File: src/rtl/mpfe_mem_init_pkg.sv
// Shared types for the MPFE post-reset memory clear sequencer.
// Latency: n/a (types and constants only).
// Backpressure: n/a.
package mpfe_mem_init_pkg;

  localparam int AVM_BURST_W = 7;

  typedef enum logic [1:0] {
    IDLE  = 2'd0,
    WRITE = 2'd1,
    DONE  = 2'd2
  } init_state_t;

endpackage

File: src/rtl/mpfe_mem_init.sv
// Clears NUM_WORDS of external memory to FILL with Avalon-MM bursts, then raises init_done.
// Latency: write starts one cycle after reset release; done NUM_WORDS+1 cycles after first write, plus stalls.
// Backpressure: avm_waitrequest freezes all outputs; no timeout.
module mpfe_mem_init
  import mpfe_mem_init_pkg::*;
#(
  parameter int                ADDR_W    = 26,
  parameter int                DATA_W    = 256,
  parameter int                BURST_LEN = 8,
  parameter int                NUM_WORDS = 2**26,
  parameter logic [DATA_W-1:0] FILL      = '0
) (
  input  logic                   bus_clk,
  input  logic                   mpfe_reset,
  input  logic                   init_start,
  output logic                   init_done,
  output logic                   init_busy,
  output logic [ADDR_W-1:0]      avm_address,
  output logic                   avm_write,
  output logic [DATA_W-1:0]      avm_writedata,
  output logic [DATA_W/8-1:0]    avm_byteenable,
  output logic [AVM_BURST_W-1:0] avm_burstcount,
  input  logic                   avm_waitrequest
);

  localparam int BCNT_W = (BURST_LEN > 1) ? $clog2(BURST_LEN) : 1;
  localparam logic [BCNT_W-1:0] LAST_BEAT = BCNT_W'(BURST_LEN - 1);
  localparam logic [ADDR_W:0]   LAST_WORD = (ADDR_W + 1)'(NUM_WORDS - 1);
  localparam logic [ADDR_W:0]   ALL_WORDS = (ADDR_W + 1)'(NUM_WORDS);

  init_state_t       state;
  logic [BCNT_W-1:0] beat_cnt;
  logic [ADDR_W:0]   word_cnt;
  logic              beat_acc;

  assign avm_writedata  = FILL;
  assign avm_byteenable = '1;
  assign avm_burstcount = AVM_BURST_W'(BURST_LEN);
  assign beat_acc       = avm_write & ~avm_waitrequest;

  always_ff @(posedge bus_clk) begin
    if (mpfe_reset) begin
      state       <= IDLE;
      init_done   <= 1'b0;
      init_busy   <= 1'b0;
      avm_write   <= 1'b0;
      avm_address <= '0;
      beat_cnt    <= '0;
      word_cnt    <= '0;
    end else begin
      case (state)
        IDLE: begin
          state     <= WRITE;
          init_busy <= 1'b1;
          avm_write <= 1'b1;
        end
        WRITE: begin
          // The final beat drops avm_write first; DONE follows one cycle later.
          if (word_cnt == ALL_WORDS) begin
            state     <= DONE;
            init_busy <= 1'b0;
            init_done <= 1'b1;
          end else if (beat_acc) begin
            word_cnt <= word_cnt + 1'b1;
            if (word_cnt == LAST_WORD) begin
              avm_write <= 1'b0;
              beat_cnt  <= '0;
            end else if (beat_cnt == LAST_BEAT) begin
              beat_cnt    <= '0;
              avm_address <= avm_address + ADDR_W'(BURST_LEN);
            end else begin
              beat_cnt <= beat_cnt + 1'b1;
            end
          end
        end
        DONE: begin
          if (init_start) begin
            state       <= WRITE;
            init_done   <= 1'b0;
            init_busy   <= 1'b1;
            avm_write   <= 1'b1;
            avm_address <= '0;
            beat_cnt    <= '0;
            word_cnt    <= '0;
          end
        end
        default: state <= IDLE;
      endcase
    end
  end

endmodule

File: config.mk
export PLATFORM = sky130hd
export DESIGN_NAME = mpfe_mem_init
export DESIGN_NICKNAME = d
export VERILOG_FILES = /design/src/rtl/mpfe_mem_init_pkg.sv /design/src/rtl/mpfe_mem_init.sv
export SDC_FILE = /design/constraint.sdc
export NUM_CORES = 1
export LEC_CHECK = 0
export BUFFER_PORTS_ARGS = -buffer_cell sky130_fd_sc_hd__buf_2
export CAP_MARGIN = 5
export CELL_PAD_IN_SITES_DETAIL_PLACEMENT = 1
export CELL_PAD_IN_SITES_GLOBAL_PLACEMENT = 2
export CORE_MARGIN = 2
export CORE_UTILIZATION = 25
export DETAILED_ROUTE_END_ITERATION = 8
export PLACE_DENSITY_LB_ADDON = 0.12
export SETUP_SLACK_MARGIN = 0.02
export SLEW_MARGIN = 20
export SYNTH_ARGS = -nofsm -noshare
export SYNTH_HDL_FRONTEND = slang
export SYNTH_SLANG_ARGS = --single-unit
File: constraint.sdc
create_clock -name bus_clk -period 4.8 [get_ports bus_clk]
set_clock_uncertainty 0.2 [all_clocks]
set_input_delay 0.96 -clock bus_clk [delete_from_list [all_inputs] [get_ports bus_clk]]
set_output_delay 0.96 -clock bus_clk [all_outputs]
set_load 0.05 [all_outputs]
==> flow_summary.yaml, run 1 <==
worst_setup_path:
  critPathLaunch: "word_cnt[0]$_SDFFE_PP0P_"
  worst-path-buf-inv: 2
  cp-start-kind: "flip-flop"
  crit_cells: 8
  crit_family: "compound AO/OA/AOI/OAI gates"
  reg2reg_setup_slack_ns: 1.75
  path_cells: "inv_1 > ha_1 > nor4b_1 > and4_1 > a32oi_2 > buf_4 > a21o_1 > a31oi_1"
  crit_arrival_ns: 3.03
  worstPathRequired_ns: 4.78
  end_kind: "flip-flop"
  slowest_delay_ns: 0.72
  r2r_end: "avm_address[6]$_SDFFE_PP0P_"
  crit_fanout: 27
  reg2reg_from: "word_cnt[0]$_SDFFE_PP0P_"
  reg2reg_depth: 8
  critical_path_class: "reg2reg"
  crit_end: "avm_address[6]$_SDFFE_PP0P_"
  slowest_stage: "a21o_1"
detailed_routing:
  vias_per_cell: 4.02
  wirelength_um: 14200
  first_iter_violations: 212
  wl_per_cell_um: 14.1
  ant_nets: 0
  firstDrtPassIters: 4
  vias: 4045
  drcViolationCount: 0
synthesis:
  synthSimpleGateAreaFrac: 0.171
  synth_edf_count: 0
  ys.flop_type: "dfxtp_1"
  syn_inst: 704
  synth_top_family_by_area: "buffers and inverters"
  synth_area_um2: 5490
  synth-adder-area-share: 0.0114
  synth.avg_cell_area_um2: 7.79
  synth_area_leader_cell: "buf_4"
  ys_seq_elements: 58
  synthArstFlopShare: 0
  yosys.area.top_type_share: 0.408
  ys_warn_count: 0
  yosysUniqueCellTypes: 61
  synth_compound_gate_area_share: 0.159
  synth_xor_area_frac: 0.00160
  synthMuxAreaShare: 0.00182
  synth_seq_area_share: 0.212
  synth.area.top_cells: "buf_4, dfxtp_1, a31oi_1"
sta:
  min_period_over_period: 0.635
  finalSetupViolCount: 0
  setup_tns_ns: 0
  slew_violations: 0
  maxSlewHeadroom: 0.440
  worst_pin_slew_ns: 0.841
  finalWorstSetupSlack_ns: 1.75
  max_freq_mhz: 328
  hold_viol_final: 0
  rsz0062_at_grt: "no"
  period_needed_ns: 3.05
placed_design:
  gp_congestion: 0.757
  preCtsSetupSlack_ns: 1.39
  place_area_um2: 4780
  dp_cells: 991
  port_buffers: 29
  hpwl_um: 10700
floorplan:
  pin_count: 328
  die_y_um: 152
  num_rows: 54
  die_w_um: 152
  core_area_um2: 21700
  die_area_um2: 23100
  start_util: 0.253
clocking:
  clk_pin_slew_worst_paths_ns: 0.06
  clk_path_buf_depth: 2
  ctsHoldBuffers: 0
  cts_tree: "yes"
  clk_latency_ns: 0.34
  cts_num_sinks: 58
  post_cts_buffers: 0
  cts_resized: 0
  clockRootBuffer: "clkbuf_16"
  cts_made_buffers: 9
  ctsHtreeMaxLevel: 3
grt:
  overflow: 0
  antenna_found_initial: 1
  grt_max_degree: 28
  first_global_vias: 3662
  grt_pass1_wl_um: 21200
  grt.total_usage: 0.116
cells_and_area:
  syn_to_final_growth_pct: -7.07
  nets: 731
  design_area_um2: 5100
  fin_cells: 1007
  layout_commonest_cell: "conb_1"
  layout_common_cells: "conb_1, dfxtp_1, nand2_1"
  drive_gt1_frac: 0.0895
run_status:
  status: "completed"
power:
  p_leak_nw: 2.36
  power_density_nw_per_um2: 354
  vdd_ir_drop_max_mv: 0.113
min_path:
  hp-class: "reg2reg"
job:
  max_cap_viol_count: 0
## tightest hold or removal path, delay by kind of cell, from the launching register on
kind | cells | cell delay, ns
AOI/OAI and AO/OA | 1 | 0.05
DFF | 1 | 0.31
and+or+nand+nor | 1 | 0.05
## worst min-delay path by stage
| stage | from | to | slack, ns | depth (start not counted) |
|---|---|---|---|---|
| 5_1_grt | beat_cnt[1]$_SDFFE_PP0P_ | beat_cnt[1]$_SDFFE_PP0P_ | 0.30 | 2 |
| 4_1_cts | beat_cnt[2]$_SDFFE_PP0P_ | beat_cnt[2]$_SDFFE_PP0P_ | 0.26 | 2 |
| 6_report | beat_cnt[2]$_SDFFE_PP0P_ | beat_cnt[2]$_SDFFE_PP0P_ | 0.26 | 2 |
| 2_1_floorplan | beat_cnt[1]$_SDFFE_PP0P_ | beat_cnt[1]$_SDFFE_PP0P_ | 0.24 | 2 |
| 3_3_place_gp | beat_cnt[1]$_SDFFE_PP0P_ | beat_cnt[1]$_SDFFE_PP0P_ | 0.25 | 2 |
| 3_5_place_dp | beat_cnt[2]$_SDFFE_PP0P_ | beat_cnt[2]$_SDFFE_PP0P_ | 0.26 | 2 |
## metrics by stage
| step | hold slack (ns) | util | power [mW] |
|---|---|---|---|
| 2_1_floorplan | 0.236 | - | 1.29 |
| 3_3_place_gp | 0.255 | 0.220 | 1.13 |
| 3_5_place_dp | 0.255 | 0.220 | 1.13 |
| 4_1_cts | 0.263 | 0.235 | 1.82 |
| 5_1_grt | 0.296 | 0.235 | 1.87 |
| 6_report | 0.257 | 0.235 | 1.81 |
## state kept, by name, summed over array words and instances, names as in the netlist
signal	cells
word_cnt	27
avm_address	23
beat_cnt	3
state	2
avm_write	1
init_busy	1
init_done	1
## layer usage
metal | global-route usage | share of wire | vias to the layer above
li1 | - | - | 1883
met4 | 0.0414 | 0.012 | 0
met1 | 0.145 | 0.44 | 1952
met5 | 0 | 0 | -
met3 | 0.0262 | 0.065 | 11
met2 | 0.195 | 0.49 | 199
## synthesized netlist by cell type, types with 3 or more instances
cell type  number
and3_1          9
o21a_1          6
o21ai_0        17
o31ai_1         3
ha_1            5
clkbuf_1       15
nor4_1          8
a41oi_1         5
and4_1          5
dfxtp_1        58
nand2b_1        3
a31oi_1        33
nand4_1        15
nor3_1         10
or3_1           9
inv_1          19
nand2_1        38
o211ai_2        3
a21oi_1        31
buf_4         298
nor3b_1         3
nand3b_1        3
nor2_1         22
buf_2           7
nand3_1        24
a21o_1          5
a211oi_1        3
## cells by family after synthesis
| logic type | Yosys count |
|---|---|
| compound gates | 129 |
| xor+xnor | 1 |
| fa+ha+maj | 5 |
| buf+inv | 342 |
| flops | 58 |
| mux | 1 |
| other cells | 2 |
| simple gates | 166 |
## cell type report
cell class              instances  area [um2]
fillers                      2732       16600
multi-input cells             600        3020
flip-flops and latches         58        1160
well taps                     280         350
clock buffers                  13         270
repair buffers                 34         183
inverters                      19        71.3
clock inverters                 2        35.0
diodes                          1        2.50
## report_power, final
| group | switching (mW) | internal [mW] |
|---|---|---|
| sequential | 0.0165 | 0.494 |
| clock | 0.242 | 0.441 |
| combinational | 0.589 | 0.0255 |
| total | 0.847 | 0.960 |
(Power assumes the default switching activity.)
==> run 2: changes to the inputs <==
--- a/config.mk
+++ b/config.mk
@@ -5,12 +5,13 @@
 export SDC_FILE = /design/constraint.sdc
 export NUM_CORES = 1
 export LEC_CHECK = 0
+export ABC_AREA = 1
 export BUFFER_PORTS_ARGS = -buffer_cell sky130_fd_sc_hd__buf_2
 export CAP_MARGIN = 5
 export CELL_PAD_IN_SITES_DETAIL_PLACEMENT = 1
 export CELL_PAD_IN_SITES_GLOBAL_PLACEMENT = 2
 export CORE_MARGIN = 2
-export CORE_UTILIZATION = 25
+export CORE_UTILIZATION = 21
 export DETAILED_ROUTE_END_ITERATION = 8
 export PLACE_DENSITY_LB_ADDON = 0.12
 export SETUP_SLACK_MARGIN = 0.02
==> constraint.sdc (replaced) <==
create_clock -name bus_clk -period 2.4 [get_ports bus_clk]
set_clock_uncertainty 0.2 [all_clocks]
set_input_delay 0.48 -clock bus_clk [delete_from_list [all_inputs] [get_ports bus_clk]]
set_output_delay 0.48 -clock bus_clk [all_outputs]
set_load 0.05 [all_outputs]
==> run 2 against run 1 <==
  * Combinational power up 89%
  * Highest routed layer unchanged
  * Cell area increased by 18%
  * Critical endpoint is now avm_address[21]$_SDFFE_PP0P_
  * First-iteration DRC count down 30%
  * Critical path depth unchanged
  * Synthesized area rose by 12%
  * Clock-buffer cell count decreased by 2
  * Final cell count rose by 35%
  * Global-route usage fell by 0.57 points
  * Power increased by 87%
==> flow_summary.yaml, run 2 <==
run_status:
  status: "completed"
clocking:
  cts_num_sinks: 58
  cts_made_buffers: 9
  clk_path_buf_depth: 2
  cts_tree: "yes"
  ctsHoldBuffers: 0
  clk_latency_ns: 0.34
  ctsHtreeMaxLevel: 3
  clk_pin_slew_worst_paths_ns: 0.06
  clockRootBuffer: "clkbuf_16"
  cts_resized: 0
  post_cts_buffers: 0
cells_and_area:
  nets: 981
  final_core_util: 0.210
  layout_common_cells: "conb_1, nand2_1, nor2_1"
  max_flop_register: "word_cnt"
  syn_to_final_growth_pct: -1.47
  fin_cells: 1361
  layout_commonest_cell: "conb_1"
  biggestRegsByFlops: "word_cnt (27), avm_address (23), beat_cnt (3)"
  fillers: 3738
  drive_gt1_frac: 0.125
  largest_reg_flops: 27
  antenna_cells: 0
worst_setup_path:
  reg2reg_setup_slack_ns: 0.26
  reg2reg_from: "avm_address[3]$_SDFFE_PP0P_"
  reg2reg_depth: 8
  crit_arrival_ns: 2.22
  crit_fanout: 5
  critical_path_class: "reg2reg"
  worstPathRequired_ns: 2.48
  r2r_end: "avm_address[21]$_SDFFE_PP0P_"
  end_kind: "flip-flop"
  cp-start-kind: "flip-flop"
sta:
  min_period_over_period: 0.893
  period_needed_ns: 2.14
  rsz0062_at_grt: "no"
  finalSetupViolCount: 0
  slew_violations: 0
  hold_viol_final: 0
  fin_hold_ws_ns: 0.256
  setup_tns_ns: 0
  max_freq_mhz: 467
synthesis:
  synth_edf_count: 0
  yosysUniqueCellTypes: 36
  ys.flop_type: "dfxtp_1"
  synth.avg_cell_area_um2: 6.63
  synth_seq_area_share: 0.190
  yosysMostFrequentCell: "buf_4"
  synthArstFlopShare: 0
  synth_common_cells: "buf_4, nand2_1, nor2_1, inv_1, dfxtp_1"
  ys_warn_count: 0
  synth_area_um2: 6120
  synth.area.top_cells: "buf_4, dfxtp_1, nand2_1"
  ys_seq_elements: 58
  syn_inst: 924
  yosys.area.top_type_share: 0.369
  synth_area_leader_cell: "buf_4"
min_path:
  hold_start: "init_done$_SDFFE_PP0P_"
  whs_path_depth: 2
  hp-class: "reg2reg"
  holdPathEnd: "init_done$_SDFFE_PP0P_"
power:
  p_leak_nw: 2.93
  power_density_nw_per_um2: 559
  vdd_ir_drop_max_mv: 0.249
  total_power_mw: 3.37
detailed_routing:
  vias_per_cell: 3.46
  vias: 4704
  firstDrtPassIters: 4
  drcViolationCount: 0
  wl_per_cell_um: 12.7
  first_iter_violations: 148
  ant_nets: 0
  wirelength_um: 17300
job:
  max_cap_viol_count: 0
grt:
  antenna_found_initial: 0
  grt.total_usage: 0.110
  grt_max_degree: 27
  top_usage_layer: "met2"
  first_global_vias: 4489
  overflow: 0
  use_met1: 0.137
  grt_use_met2: 0.198
  grt_pass1_wl_um: 26000
  grt.met3_usage: 0.0187
placed_design:
  port_buffers: 29
  dp_cells: 1345
  hpwl_um: 13900
  gp_congestion: 0.709
floorplan:
  start_util: 0.213
  num_rows: 62
  die_w_um: 175
  die_area_um2: 30500
  die_y_um: 175
  pin_count: 328
  core_area_um2: 28700
==> run 2: critical path: stages, from the launching register on <==
cell and delay (ns):
dfxtp_1 0.42, ha_1 0.26, nand2_1 0.13, nor2_1 0.23
nand4_1 0.19, nor2_1 0.18, nor2_1 0.05, or2_2 0.30
o21ai_1 0.11
==> run 2: where the power goes <==
part           internal, mW  total, mW  switching, mW
sequential            0.969      0.974        0.00531
combinational        0.0366       1.16           1.12
clock                 0.722       1.24          0.521
total                  1.73       3.37           1.65
==> run 2: logic make-up (layout without fill, tap and decap cells) <==
logic type      count (synthesis)  in the layout  share of synthesized area
simple gates                  398            398                      0.286
buf+inv                       380            137                      0.424
compound gates                 60             60                     0.0582
flops                          58             58                      0.190
xor+xnor                       21             21                     0.0300
fa+ha+maj                       5              5                     0.0102
other cells                     2            298                    0.00123
==> run 2: how the worst max path moves through the flow <==
stage	start	to	slack (ns)	cells past startpoint
finish	avm_address[3]$_SDFFE_PP0P_	avm_address[21]$_SDFFE_PP0P_	0.26	8
global route	avm_address[3]$_SDFFE_PP0P_	avm_address[25]$_SDFFE_PP0P_	0.03	10
CTS	word_cnt[0]$_SDFFE_PP0P_	word_cnt[22]$_SDFFE_PP0P_	0.11	9
floorplan	avm_address[3]$_SDFFE_PP0P_	avm_address[21]$_SDFFE_PP0P_	0.25	8
global placement	word_cnt[0]$_SDFFE_PP0P_	word_cnt[22]$_SDFFE_PP0P_	0.10	8
detailed placement	word_cnt[0]$_SDFFE_PP0P_	word_cnt[22]$_SDFFE_PP0P_	0.11	9
==> run 2: area by class of cell <==
cell class / count / area (um2) / share of cell area
Sequential cell: 58 / 1160 / 0.192
Inverter: 63 / 236 / 0.0392
Clock inverter: 5 / 30.0 / 0.00498
Tap cell: 384 / 480 / 0.0796
Multi-Input combinational cell: 782 / 3490 / 0.579
Timing Repair Buffer: 58 / 392 / 0.0649
Clock buffer: 11 / 243 / 0.0402
==> run 2: per-layer routing <==
layer,up-vias,share of wire,wire length [um]
met2,128,0.52,8980
met1,2198,0.43,7460
met5,-,0,0
met3,11,0.038,660
li1,2367,-,-
met4,0,0.0092,158
==> run 2: per-stage QoR <==
stage	setup slack (ns)	instance area (um2)
final	0.258	6030
after detailed placement	0.110	5740
after CTS	0.108	6010
after floorplan	0.249	7230
after global placement	0.101	5740
after global routing	0.0338	6030
==> run 3: changes to the inputs <==
--- a/config.mk
+++ b/config.mk
@@ -10,6 +10,7 @@
 export CAP_MARGIN = 5
 export CELL_PAD_IN_SITES_DETAIL_PLACEMENT = 1
 export CELL_PAD_IN_SITES_GLOBAL_PLACEMENT = 2
+export CORE_ASPECT_RATIO = 1.75
 export CORE_MARGIN = 2
 export CORE_UTILIZATION = 21
 export DETAILED_ROUTE_END_ITERATION = 8
==> run 3 against run 2 <==
  * Sequential power about the same
  * Cell area increased by 2.0%
  * Die area increased by 0.17%
  * Global-route usage increased by 0.81 points
  * First-iteration DRC count decreased by 17%
  * Critical path type unchanged
  * Register-to-register slack about the same
  * Final cell count increased by 0.44%
  * Critical path depth increased by 3
  * Flip-flop and latch count unchanged
  * Worst setup slack about the same
  * Non-clock buffer count increased by 12
==> flow_summary.yaml, run 3 (synthesized netlist as in run 2, its figures left out) <==
worst_setup_path:
  crit_family: "simple AND/OR/NAND/NOR gates"
  slowest_delay_ns: 0.38
  path_cells: "inv_1 > ha_1 > nand3_1 > nor2_1 > nand2_1 > nand3_2 > nand2_4 > buf_4 > nor2_1 > nand2_1 > o21ai_0"
  critical_path_class: "reg2reg"
  worst-path-buf-inv: 2
  crit_arrival_ns: 2.16
  worstPathRequired_ns: 2.42
  slowest_stage: "dfxtp_1"
  cp-start-kind: "flip-flop"
  end_kind: "flip-flop"
  crit_fanout: 26
sta:
  min_period_over_period: 0.893
  slew_violations: 0
  fin_hold_ws_ns: 0.248
  maxSlewHeadroom: 0.560
  finalSetupViolCount: 0
  worst_pin_slew_ns: 0.658
  max_freq_mhz: 467
  rsz0062_at_grt: "yes"
  hold_viol_final: 0
  setup_tns_ns: 0
  period_needed_ns: 2.14
power:
  vdd_ir_drop_max_mv: 0.268
  p_leak_nw: 3.02
  power_density_nw_per_um2: 554
cells_and_area:
  nets: 993
  fillers: 3675
  layout_commonest_cell: "conb_1"
  biggestRegsByFlops: "word_cnt (27), avm_address (23), beat_cnt (3)"
  syn_to_final_growth_pct: 0.490
  layout_common_cells: "conb_1, nand2_1, nor2_1"
  drive_gt1_frac: 0.132
  largest_reg_flops: 27
  antenna_cells: 0
  design_area_um2: 6150
  max_flop_register: "word_cnt"
detailed_routing:
  ant_nets: 0
  vias_per_cell: 3.55
  vias: 4855
  first_iter_violations: 123
  wl_per_cell_um: 13.6
  wirelength_um: 18600
  drcViolationCount: 0
  firstDrtPassIters: 4
min_path:
  hp-class: "reg2reg"
placed_design:
  hpwl_um: 15200
  gp_congestion: 0.755
  port_buffers: 29
  place_area_um2: 5860
floorplan:
  die_y_um: 230
  start_util: 0.214
  pin_count: 328
  die_area_um2: 30600
  num_rows: 82
  core_area_um2: 28600
  die_w_um: 133
grt:
  overflow: 0
  grt_pass1_wl_um: 27100
  grt_max_degree: 37
  first_global_vias: 4650
  grt.total_usage: 0.118
  antenna_found_initial: 0
run_status:
  status: "completed"
clocking:
  cts_tree: "yes"
  clockRootBuffer: "clkbuf_16"
  clk_pin_slew_worst_paths_ns: 0.05
  ctsHoldBuffers: 0
  clk_path_buf_depth: 2
  clk_latency_ns: 0.34
  cts_num_sinks: 58
  ctsHtreeMaxLevel: 3
  cts_made_buffers: 9
  post_cts_buffers: 0
job:
  max_cap_viol_count: 0
run 3: timing repair:
item	in CTS	in global routing
gates resized for setup	0	2
endpoints found under the hold margin	0	0
endpoints found under the setup margin	0	2
run 3: layout make-up:
cell class / instances / area (um2) / share of cell area
multi-input cells: 782 / 3480 / 0.566
flip-flops and latches: 58 / 1160 / 0.189
repair buffers: 70 / 515 / 0.0838
well taps: 378 / 473 / 0.0769
clock buffers: 14 / 274 / 0.0445
inverters: 63 / 236 / 0.0384
clock inverters: 2 / 10.0 / 0.00163
run 3: final timing paths:
check                                 from                        to  slack (ns)  cells past startpoint
hold reg to reg     init_done$_SDFFE_PP0P_    init_done$_SDFFE_PP0P_        0.25                      2
hold / removal      init_done$_SDFFE_PP0P_    init_done$_SDFFE_PP0P_        0.25                      2
setup / recovery  word_cnt[1]$_SDFFE_PP0P_  beat_cnt[1]$_SDFFE_PP0P_        0.26                     11
setup reg to reg  word_cnt[1]$_SDFFE_PP0P_  beat_cnt[1]$_SDFFE_PP0P_        0.26                     11
run 3: per-layer routing:
layer  vias to the layer above  GRT usage  wire [um]
met5                         -          0          0
met4                         0     0.0487        410
li1                       2390          -          -
met1                      2255      0.105       6030
met2                       193      0.257      11300
met3                        17     0.0123        803
run 3: power breakdown:
group          switching [mW]  internal, mW
Sequential            0.00442         0.969
Combinational            1.12        0.0446
Clock                   0.487         0.781
Total                    1.61          1.79
run 3: worst reg2reg max path, cell delays in order (launching register included):
cell and delay [ns]:
dfxtp_1 0.38, inv_1 0.08, ha_1 0.18, nand3_1 0.12
nor2_1 0.07, nand2_1 0.11, nand3_2 0.11, nand2_4 0.17
buf_4 0.36, nor2_1 0.12, nand2_1 0.08, o21ai_0 0.06
run 3: per-stage QoR:
| step | utilization | instances | worst slack, ns | power (mW) |
|---|---|---|---|---|
| CTS | 0.215 | 1367 | 0.0579 | 3.47 |
| finish | 0.215 | 1367 | 0.258 | 3.41 |
| detailed placement | 0.205 | 1351 | 0.0705 | 2.15 |
| floorplan | - | 1220 | 0.249 | 2.47 |
| global route | 0.215 | 1367 | 0.0118 | 3.54 |
| global placement | 0.205 | 1351 | 0.0524 | 2.15 |
